--- config.mk ---
export PLATFORM = sky130hd
export DESIGN_NAME = conv_accum_fp16
export DESIGN_NICKNAME = d
export VERILOG_FILES = /design/src/rtl/conv_pkg.sv /design/src/rtl/conv_accum_fp16_fadd.sv /design/src/rtl/conv_accum_fp16.sv
export SDC_FILE = /design/constraint.sdc
export NUM_CORES = 1
export LEC_CHECK = 0
export BUFFER_PORTS_ARGS = -buffer_cell sky130_fd_sc_hd__buf_2
export CAP_MARGIN = 25
export CELL_PAD_IN_SITES_DETAIL_PLACEMENT = 0
export CELL_PAD_IN_SITES_GLOBAL_PLACEMENT = 1
export CORE_UTILIZATION = 50
export CTS_BUF_LIST = sky130_fd_sc_hd__clkbuf_4 sky130_fd_sc_hd__clkbuf_8 sky130_fd_sc_hd__clkbuf_16
export DETAILED_ROUTE_END_ITERATION = 7
export GPL_ROUTABILITY_DRIVEN = 0
export PLACE_DENSITY = 0.87
export SLEW_MARGIN = 20
export SYNTH_ARGS = -nofsm -noshare
export SYNTH_HDL_FRONTEND = slang
export SYNTH_SLANG_ARGS = --single-unit
--- constraint.sdc ---
create_clock -name clk -period 27.3 [get_ports clk]
set_clock_uncertainty 0.15 [all_clocks]
set_input_delay 1.365 -clock clk [delete_from_list [all_inputs] [get_ports clk]]
set_output_delay 1.365 -clock clk [all_outputs]
set_load 0.02 [all_outputs]
--- src/rtl/conv_pkg.sv ---
// Shared types and constants for the fp16 convolution channel accumulator.
// Contents: fp16_t payload type, accumulator FSM state enum, fp16 constants.
package conv_pkg;

  localparam int unsigned FP16_W = 16;

  typedef logic [FP16_W-1:0] fp16_t;

  typedef enum logic {
    ST_ACCUM = 1'b0,
    ST_HOLD  = 1'b1
  } acc_state_e;

  localparam fp16_t FP16_ZERO = 16'h0000;
  localparam fp16_t FP16_ONE  = 16'h3C00;
  // Canonical quiet NaN returned for any invalid addition
  localparam fp16_t FP16_QNAN = 16'h7E00;

endpackage

--- src/rtl/conv_accum_fp16_fadd.sv ---
// Combinational IEEE-754 binary16 adder, round-to-nearest-even, full subnormal
// support. Any NaN operand or Inf + (-Inf) yields the canonical quiet NaN.
// Ports:
//   num1  in   16  first operand
//   num2  in   16  second operand
//   sum_c out  16  num1 + num2 (combinational)
module conv_accum_fp16_fadd
  import conv_pkg::*;
(
  input  logic [15:0] num1,
  input  logic [15:0] num2,
  output logic [15:0] sum_c
);

  // 11-bit significand plus guard, round and sticky bits
  localparam int unsigned EXT_W = 14;
  // Wide enough that no bit falls off for the largest exponent gap (29)
  localparam int unsigned ALN_W = 45;

  logic             a_nan, b_nan, a_inf, b_inf;
  fp16_t            big_op, small_op;
  logic [4:0]       l_exp, s_exp, exp_diff, exp_fin;
  logic [10:0]      l_sig, s_sig, sig_fin;
  logic [ALN_W-1:0] aligned;
  logic [EXT_W-1:0] l_ext, s_ext, norm;
  logic [EXT_W:0]   raw;
  logic [3:0]       lz;
  logic [6:0]       exp_w, shamt;
  logic             rnd_up;
  logic [11:0]      sig_rnd;

  always_comb begin
    a_nan    = (&num1[14:10]) && (|num1[9:0]);
    b_nan    = (&num2[14:10]) && (|num2[9:0]);
    a_inf    = (&num1[14:10]) && !(|num1[9:0]);
    b_inf    = (&num2[14:10]) && !(|num2[9:0]);
    big_op   = num1;
    small_op = num2;
    lz       = 4'd0;
    shamt    = 7'd0;
    norm     = '0;
    sig_fin  = '0;
    sum_c    = FP16_ZERO;

    // Order by magnitude so the aligned subtraction never goes negative
    if (num1[14:0] < num2[14:0]) begin
      big_op   = num2;
      small_op = num1;
    end

    // Subnormals share the exponent of the smallest normal
    l_exp    = (big_op[14:10] == 5'd0) ? 5'd1 : big_op[14:10];
    s_exp    = (small_op[14:10] == 5'd0) ? 5'd1 : small_op[14:10];
    l_sig    = {|big_op[14:10], big_op[9:0]};
    s_sig    = {|small_op[14:10], small_op[9:0]};
    exp_diff = l_exp - s_exp;

    aligned  = {s_sig, 34'd0} >> exp_diff;
    s_ext    = {aligned[44:32], |aligned[31:0]};
    l_ext    = {l_sig, 3'b000};

    raw      = (big_op[15] ^ small_op[15]) ? ({1'b0, l_ext} - {1'b0, s_ext})
                                           : ({1'b0, l_ext} + {1'b0, s_ext});
    exp_w    = 7'(l_exp);

    if (raw[EXT_W]) begin
      // Carry out: shift right once, folding the lost bit into sticky
      norm  = {raw[14:2], raw[1] | raw[0]};
      exp_w = exp_w + 7'd1;
    end else begin
      for (int i = 0; i < int'(EXT_W); i++) begin
        if (raw[i]) lz = 4'(int'(EXT_W) - 1 - i);
      end
      // Never normalise below the minimum exponent: result becomes subnormal
      shamt = (7'(lz) < (exp_w - 7'd1)) ? 7'(lz) : (exp_w - 7'd1);
      norm  = raw[EXT_W-1:0] << shamt;
      exp_w = exp_w - shamt;
    end

    rnd_up  = norm[2] & (norm[1] | norm[0] | norm[3]);
    sig_rnd = {1'b0, norm[13:3]} + 12'(rnd_up);
    if (sig_rnd[11]) begin
      sig_fin = sig_rnd[11:1];
      exp_w   = exp_w + 7'd1;
    end else begin
      sig_fin = sig_rnd[10:0];
    end
    // Hidden bit clear means subnormal (also covers subnormal rounding up to normal)
    exp_fin = sig_fin[10] ? exp_w[4:0] : 5'd0;

    if (a_nan || b_nan || (a_inf && b_inf && (num1[15] != num2[15]))) begin
      sum_c = FP16_QNAN;
    end else if (a_inf) begin
      sum_c = num1;
    end else if (b_inf) begin
      sum_c = num2;
    end else if (raw == '0) begin
      // Exact cancellation gives +0; only -0 + -0 keeps the sign
      sum_c = {num1[15] & num2[15], 15'd0};
    end else if (exp_w >= 7'd31) begin
      sum_c = {big_op[15], 5'h1F, 10'd0};
    end else begin
      sum_c = {big_op[15], exp_fin, sig_fin[9:0]};
    end
  end

endmodule

--- src/rtl/conv_accum_fp16.sv ---
// Channel accumulator: sums NUM_CH fp16 partial sums plus a bias into one fp16
// pixel, presents it on a valid/ready port and stalls upstream while held.
// Optional macro CONV_ACC_RELU_EN: clamp results with the sign bit set to +0
// on the output path (accumulator itself is left untouched).
// Ports:
//   clk, rst              clock, synchronous active-high reset
//   clr                   abort current group / drop held result
//   bias [15:0]           bias, used on the first beat of a group
//   in_valid, in_ready    input handshake
//   in_data [15:0]        fp16 partial sum
//   out_valid, out_ready  output handshake
//   out_data [15:0]       accumulated pixel
//   busy                  group in progress or result held
module conv_accum_fp16
  import conv_pkg::*;
#(
  parameter int unsigned NUM_CH = 16
) (
  input  logic        clk,
  input  logic        rst,
  input  logic        clr,
  input  logic [15:0] bias,
  input  logic        in_valid,
  output logic        in_ready,
  input  logic [15:0] in_data,
  output logic        out_valid,
  input  logic        out_ready,
  output logic [15:0] out_data,
  output logic        busy
);

  localparam int unsigned     CNT_W    = (NUM_CH > 1) ? $clog2(NUM_CH) : 1;
  localparam logic [CNT_W-1:0] CNT_LAST = CNT_W'(NUM_CH - 1);

  acc_state_e       state_q, state_d;
  logic [CNT_W-1:0] cnt_q, cnt_d;
  fp16_t            acc_q, acc_d;
  fp16_t            add_a, add_sum;
  fp16_t            out_data_d;
  logic             in_ready_d, out_valid_d, busy_d;
  logic             beat;

  // First beat of a group starts from the bias instead of the running sum
  assign add_a = (cnt_q == '0) ? bias : acc_q;

  conv_accum_fp16_fadd u_fadd (
    .num1  (add_a),
    .num2  (in_data),
    .sum_c (add_sum)
  );

  // Next-state, counter, accumulator and registered-output logic
  always_comb begin
    state_d = state_q;
    cnt_d   = cnt_q;
    acc_d   = acc_q;
    beat    = in_valid && in_ready && !clr;

    if (clr) begin
      cnt_d   = '0;
      state_d = ST_ACCUM;
    end else begin
      case (state_q)
        ST_ACCUM: begin
          if (beat) begin
            acc_d = add_sum;
            if (cnt_q == CNT_LAST) begin
              cnt_d   = '0;
              state_d = ST_HOLD;
            end else begin
              cnt_d = cnt_q + CNT_W'(1);
            end
          end
        end
        ST_HOLD: begin
          if (out_ready) state_d = ST_ACCUM;
        end
        default: state_d = ST_ACCUM;
      endcase
    end

    in_ready_d  = (state_d == ST_ACCUM);
    out_valid_d = (state_d == ST_HOLD);
    busy_d      = (cnt_d != '0) || (state_d == ST_HOLD);
`ifdef CONV_ACC_RELU_EN
    out_data_d  = acc_d[15] ? FP16_ZERO : acc_d;
`else
    out_data_d  = acc_d;
`endif
  end

  // State and output registers
  always_ff @(posedge clk) begin
    if (rst) begin
      state_q   <= ST_ACCUM;
      cnt_q     <= '0;
      acc_q     <= FP16_ZERO;
      in_ready  <= 1'b1;
      out_valid <= 1'b0;
      busy      <= 1'b0;
      out_data  <= FP16_ZERO;
    end else begin
      state_q   <= state_d;
      cnt_q     <= cnt_d;
      acc_q     <= acc_d;
      in_ready  <= in_ready_d;
      out_valid <= out_valid_d;
      busy      <= busy_d;
      out_data  <= out_data_d;
    end
  end

endmodule
# Word level (Yosys, flattened, before mapping)
# Index checks and enable logic that the tools add are counted.
# word_totals
reg_bits	23
inputBits	37
out_inout_bits	19
wordCells	98
# op_classes
addsub	9
magnitude_cmp	3
eq_ne	2
shifts	2
muxes	41
bitwise	9
reduce_logical	27
# ops
op	count
16-bit two-way mux	7
4-bit two-way mux	19
45-bit by 5-bit >> shifter with 45-bit output	1
32-bit OR reduction	1
15-bit two-way mux	2
7-bit two-way mux	3
10-bit OR reduction	2
14-bit by 14-bit adder with 15-bit output	1
15-bit zero test	1
15-bit < comparator	1
5-bit two-way mux	3
14-bit by 14-bit subtractor with 15-bit output	1
14-bit two-way mux	1
14-bit by 7-bit left shift with 14-bit output	1
11-bit by 1-bit adder with 12-bit output	1
11-bit two-way mux	1
5-bit zero test	2
5-bit AND reduction	2
5-bit OR reduction	2
1-bit logical AND	8
7-bit by 1-bit adder with 7-bit output, second input constant	1
7-bit by 5-bit greater-or-equal comparator with 1-bit output, second input constant	1
4-bit by 7-bit < comparator with 1-bit output	1
5-bit by 7-bit subtractor with 7-bit output	1
17 further kinds	29

# Longest topological paths before layout
# logic_depth
word_depth	41
mapped_depth	74
ltp_nobuf	68

# Modules after synthesis
# From an unflattened synthesis, not the netlist that was laid out.
# hier_totals
cells_unflattened	1014
area_unflattened_um2	7236.9
# by_module_without_submodules
module	instances	cells_per_inst	area_per_inst_um2	seq_area_each_um2
conv_accum_fp16_fadd	1	885	6064.6	0.0
conv_accum_fp16	1	129	1172.4	460.4

# Worst setup path before layout
# No wires, ideal clock.
# synth_timing
path_kind	input-to-reg
start	in bias[12]
end	reg acc_q[8]
setup_time_ns	0.117
arrival_time_ns	12.817
required_time_ns	27.033
path_slack_ns	14.215
cell_stages	60
path_buffers	5
path_cell_list	nand4bb_1 o21a_1 buf_4 inv_2 ha_1 nand4_1 o21bai_1 nor3_1 clkbuf_1 o21ai_1 buf_2 o21ai_0 and3_1 nand3_1 nand2_1 inv_1 ha_1 inv_1 [24 not listed] or2_2 a21oi_1 nand2b_1 a31oi_2 a211o_2 mux2_4 buf_6 fa_1 xor2_1 a21oi_1 nor2_1 nor3b_1 nor2_1 nor2_1 nor2_1 and4_1 o21a_1 a32o_1
# synth_between
elab_chain_cells	40
word_cells_on_any_way	62
cone_classes	add/sub (8); order compare (3); shift (2); mux (31); bitwise (5); reduce/logical (13)
# synth_rtl
element	line_no	rtl
start, declared	conv_accum_fp16.sv:22	input logic [15:0] bias,
16-bit two-way mux (*)	conv_accum_fp16.sv:44	assign add_a = (cnt_q == '0) ? bias : acc_q;
15-bit < comparator	conv_accum_fp16_fadd.sv:46	if (num1[14:0] < num2[14:0]) begin
16-bit two-way mux	conv_accum_fp16_fadd.sv:46	
5-bit zero test, on equally long branches	conv_accum_fp16_fadd.sv:52, conv_accum_fp16_fadd.sv:53	
5-bit two-way mux, on equally long branches	conv_accum_fp16_fadd.sv:52, conv_accum_fp16_fadd.sv:53	
5-bit subtractor	conv_accum_fp16_fadd.sv:56	exp_diff = l_exp - s_exp;
45-bit by 5-bit >> shifter with 45-bit output	conv_accum_fp16_fadd.sv:58	aligned = {s_sig, 34'd0} >> exp_diff;
32-bit OR reduction	conv_accum_fp16_fadd.sv:59	s_ext = {aligned[44:32], |aligned[31:0]};
[24 not listed]	n/a	
11-bit by 1-bit adder with 12-bit output	conv_accum_fp16_fadd.sv:81	sig_rnd = {1'b0, norm[13:3]} + 12'(rnd_up);
7-bit two-way mux	conv_accum_fp16_fadd.sv:82	if (sig_rnd[11]) begin
7-bit by 5-bit greater-or-equal comparator with 1-bit output	conv_accum_fp16_fadd.sv:100	end else if (exp_w >= 7'd31) begin
15-bit two-way mux	conv_accum_fp16_fadd.sv:100	
16-bit two-way mux	conv_accum_fp16_fadd.sv:97	end else if (raw == '0) begin
16-bit two-way mux	conv_accum_fp16_fadd.sv:95	end else if (b_inf) begin
16-bit two-way mux	conv_accum_fp16_fadd.sv:93	end else if (a_inf) begin
16-bit two-way mux (*)	conv_accum_fp16_fadd.sv:91	if (a_nan || b_nan || (a_inf && b_inf && (num1[15] != num2[15]))) begin
end signal, assigned	conv_accum_fp16.sv:97	acc_q <= FP16_ZERO;
end signal, assigned	conv_accum_fp16.sv:105	acc_q <= acc_d;
end, declared	conv_accum_fp16.sv:37	fp16_t acc_q, acc_d;
# Every way passes the cells marked *; elsewhere a longest branch is shown, timed or not. The select of a mux whose other input is x is not followed.
# A chain may end at the register's enable or synchronous reset.

# Worst setup path after layout
# layout_timing
start	reg cnt_q[0]
end	reg acc_q[12]
# layout_between
elab_chain_cells	41
word_cells_on_any_way	67
cone_classes	add/sub (8); order compare (3); eq/ne (1); shift (2); mux (32); bitwise (5); reduce/logical (16)
# layout_rtl
element	line_no	rtl
start, declared	conv_accum_fp16.sv:36	logic [CNT_W-1:0] cnt_q, cnt_d;
start signal, assigned	conv_accum_fp16.sv:104	cnt_q <= cnt_d;
4-bit zero test (*)	conv_accum_fp16.sv:44	
16-bit two-way mux (*)	conv_accum_fp16.sv:44	
15-bit < comparator	conv_accum_fp16_fadd.sv:46	
16-bit two-way mux	conv_accum_fp16_fadd.sv:46	
5-bit zero test, on equally long branches	conv_accum_fp16_fadd.sv:52, conv_accum_fp16_fadd.sv:53	
5-bit two-way mux, on equally long branches	conv_accum_fp16_fadd.sv:52, conv_accum_fp16_fadd.sv:53	
5-bit subtractor	conv_accum_fp16_fadd.sv:56	
45-bit by 5-bit >> shifter with 45-bit output	conv_accum_fp16_fadd.sv:58	
[25 not listed]	n/a	
11-bit by 1-bit adder with 12-bit output	conv_accum_fp16_fadd.sv:81	
7-bit two-way mux / 11-bit two-way mux (equally long branches)	conv_accum_fp16_fadd.sv:82	
7-bit by 5-bit greater-or-equal comparator with 1-bit output / 5-bit two-way mux (equally long branches)	conv_accum_fp16_fadd.sv:100, conv_accum_fp16_fadd.sv:89	
15-bit two-way mux	conv_accum_fp16_fadd.sv:100	
16-bit two-way mux	conv_accum_fp16_fadd.sv:97	
16-bit two-way mux	conv_accum_fp16_fadd.sv:95	
16-bit two-way mux	conv_accum_fp16_fadd.sv:93	
16-bit two-way mux (*)	conv_accum_fp16_fadd.sv:91	
# Marked as above.

==> metrics.yaml <==
status: "complete, no violations"
syn_nets: 1068
synth_cell_types: 111
drtAntennaViolNets: 0
min_period_ns: 15.77
drt-initial-drc-count: 886
min_from: "acc_q[15]"
multi_input_comb_area_sq_mm: 0.005951
synth-seq-area-share_pct: 6.680
grt_overflow: 0
critPathMostFrequentCell: "ha_1"
yosys_register_bits: 23
final_hold_viol_count: 0
core_area_sq_mm: 0.01335
die_width_um: 119.4
grt_max_degree: 44
clock.fmax_mhz: 63.40
area_growth_pct: 6.353
cts_max_path_buffers: 2
drt-pass1-iter-count: 7
port-buffer-count: 55
max_cap_violations: 0
vias_per_cell: 6.413
rsz0062_at_grt: "no"
r2r-end: "acc_q[12]"
clock_latency_ns: 0.25
grt_pass1_wl_mm: 35.03
required_ns: 27.35
io_pins: 56
ff2ff_setup_slack_ns: 11.53
clkTransAtPathRegs_ns: 0.06
syn_area_per_cell_sq_um: 7.084
cts.htree.levels: 1
worst_pin_slew_ns: 0.9768
grt_pass1_vias: 6691
die_area_sq_mm: 0.01426
synth-warning-count: 0
crit_buf_inv: 8
synthFlopType: "dfxtp_1"
tns_ns: 0
post_drt_wl_per_cell_um: 18.60
startpoint_type: "flop"
cts_tree: "yes"
synthArstFlopShare_pct: 0
hold_class: "reg2reg"
cts-root-buf: "clkbuf_16"
crit_type: "reg2reg"
synth_edf_count: 0
drc: 0
post_cts_resized: 0
slowest_stage: "o21ai_2"
post_cts_buffers: 0
max_stage_delay_ns: 0.78
arrival_ns: 15.82
crit_path_start: "cnt_q[0]"
finalSetupViolCount: 0
antenna_found_initial: 0
ctsHoldBuffers: 0
synth_area_sq_mm: 0.006893
synth_cells: 973
grt_util_all_layers_pct: 30.06
crit_fanout: 25
start_util_pct: 51.64
worst_r2r_path_depth: 60
maxSlewViolCount: 0
r2r_start: "cnt_q[0]"
crit_end: "acc_q[12]"
endpoint_kind: "flop"
dieHeight_um: 119.4
period_share_pct: 57.77
regArea_sq_um: 460.4
num-fill-cells: 1393
crit_family: "compound AO/OA/AOI/OAI gates"
post-dp-hpwl_mm: 17.72
cp.depth: 60
nNetsFinal: 1092
drt_wl_total_mm: 21.80
max_slew_margin_pct: 34.41
drive_gt1_share_pct: 13.76
cts_sinks: 23
vias: 7516
insertedDiodeCount: 0
num_rows: 42
cts_buffers: 3
==> worst min-delay path, cell delays in order (launching register included) <==
cell and delay (ns):
dfxtp_1 0.32, nand2_1 0.06, a21oi_1 0.05
==> routing by layer <==
| layer | vias to the layer above | GRT usage (%) | routed length [um] |
|---|---|---|---|
| li1 | 3686 | - | - |
| met1 | 3465 | 42.76 | 9991 |
| met2 | 325 | 49.09 | 9978 |
| met3 | 40 | 1.197 | 1324 |
| met4 | 0 | 8.672 | 501 |
| met5 | - | 0 | 0 |
==> sequential cells by signal (all words and copies together), names as in the netlist <==
| name | flops |
|---|---|
| acc_q | 16 |
| cnt_q | 4 |
| busy | 1 |
| in_ready | 1 |
| state_q | 1 |
==> how the worst min path moves through the flow <==
stage | end | slack, ns | cells past startpoint
6_report | acc_q[15] | 0.32 | 2
5_1_grt | acc_q[15] | 0.36 | 2
4_1_cts | acc_q[15] | 0.32 | 2
3_5_place_dp | acc_q[15] | 0.31 | 2
3_3_place_gp | acc_q[15] | 0.31 | 2
2_1_floorplan | acc_q[15] | 0.39 | 2
==> through the flow <==
step                cell area [sq um]  hold WS [ns]  util [%]  instances  worst slack (ns)
floorplan                        6893        0.3910         -        973             14.22
CTS                              7320        0.3203     54.84       1171             11.91
global placement                 7239        0.3075     54.24       1167             11.73
detailed placement               7239        0.3124     54.24       1167             11.74
global route                     7331        0.3615     54.92       1172             10.48
finish                           7331        0.3227     54.92       1172             11.53
==> Yosys cell counts (all sizes together) (10+ instances only) <==
| cell | instances | area (sq um) |
|---|---|---|
| a21o | 10 | 75.07 |
| nand2b | 16 | 100.1 |
| xnor2 | 27 | 251.5 |
| mux2i | 37 | 374.1 |
| o31ai | 16 | 133.9 |
| clkbuf | 22 | 82.58 |
| inv | 71 | 269.0 |
| mux2 | 17 | 210.2 |
| ha | 55 | 688.2 |
| a31oi | 12 | 81.33 |
| o21ai | 61 | 320.3 |
| nor2 | 97 | 364.1 |
| nand3 | 26 | 130.1 |
| buf | 23 | 138.9 |
| nand2 | 94 | 352.8 |
| a211o | 12 | 106.4 |
| or3 | 11 | 73.82 |
| and3 | 11 | 68.82 |
| o211ai | 28 | 215.2 |
| xor2 | 12 | 105.1 |
| o21bai | 11 | 82.58 |
| nor3 | 29 | 155.2 |
| a211oi | 17 | 137.6 |
| dfxtp | 23 | 460.4 |
| nand4 | 16 | 106.4 |
| or2 | 11 | 68.82 |
| a21oi | 72 | 379.1 |
==> final cells by class <==
cell class,count,share of cell area [%]
clock inverter,1,0.06827
multi-input combinational,833,81.17
clock buffer,3,1.024
inverter,72,3.721
timing repair buffer,64,4.728
sequential,23,6.281
tap,176,3.004
==> cells by family (layout without fill, tap and decap cells) <==
family | count (synthesis) | in the layout | synth area share, %
simple gates | 361 | 361 | 26.50
fa+ha+maj | 59 | 59 | 11.00
mux | 55 | 55 | 8.804
compound gates | 318 | 318 | 34.62
buf+inv | 117 | 140 | 7.170
xor+xnor | 39 | 39 | 5.173
flops | 23 | 23 | 6.680
other cells | 1 | 1 | 0.05440
==> placed cells by master, fill, tap and decap left out, types with 6 or more instances in the layout <==
| cell | instances |
|---|---|
| and2_1 | 6 |
| nand2b_1 | 16 |
| o211a_1 | 6 |
| a21o_1 | 10 |
| dfxtp_1 | 23 |
| nor4_1 | 7 |
| a21oi_1 | 69 |
| or2_2 | 9 |
| o21bai_1 | 11 |
| mux2_2 | 11 |
| nor2_1 | 97 |
| o21ai_0 | 47 |
| a211oi_1 | 14 |
| mux2i_1 | 36 |
| o31ai_1 | 15 |
| xnor2_1 | 24 |
| a211o_1 | 11 |
| o21ai_1 | 10 |
| and3_1 | 11 |
| xor2_1 | 12 |
| nand2_1 | 94 |
| a31oi_1 | 11 |
| buf_4 | 8 |
| ha_1 | 55 |
| nor2b_1 | 7 |
| or3_1 | 10 |
| nor3_1 | 27 |
| buf_2 | 55 |
| o211ai_1 | 27 |
| nand4_1 | 15 |
| inv_1 | 68 |
| nand3_1 | 26 |
Power is not shown: default switching activity piles up to over one toggle a cycle in this logic, so the estimate is an artifact.
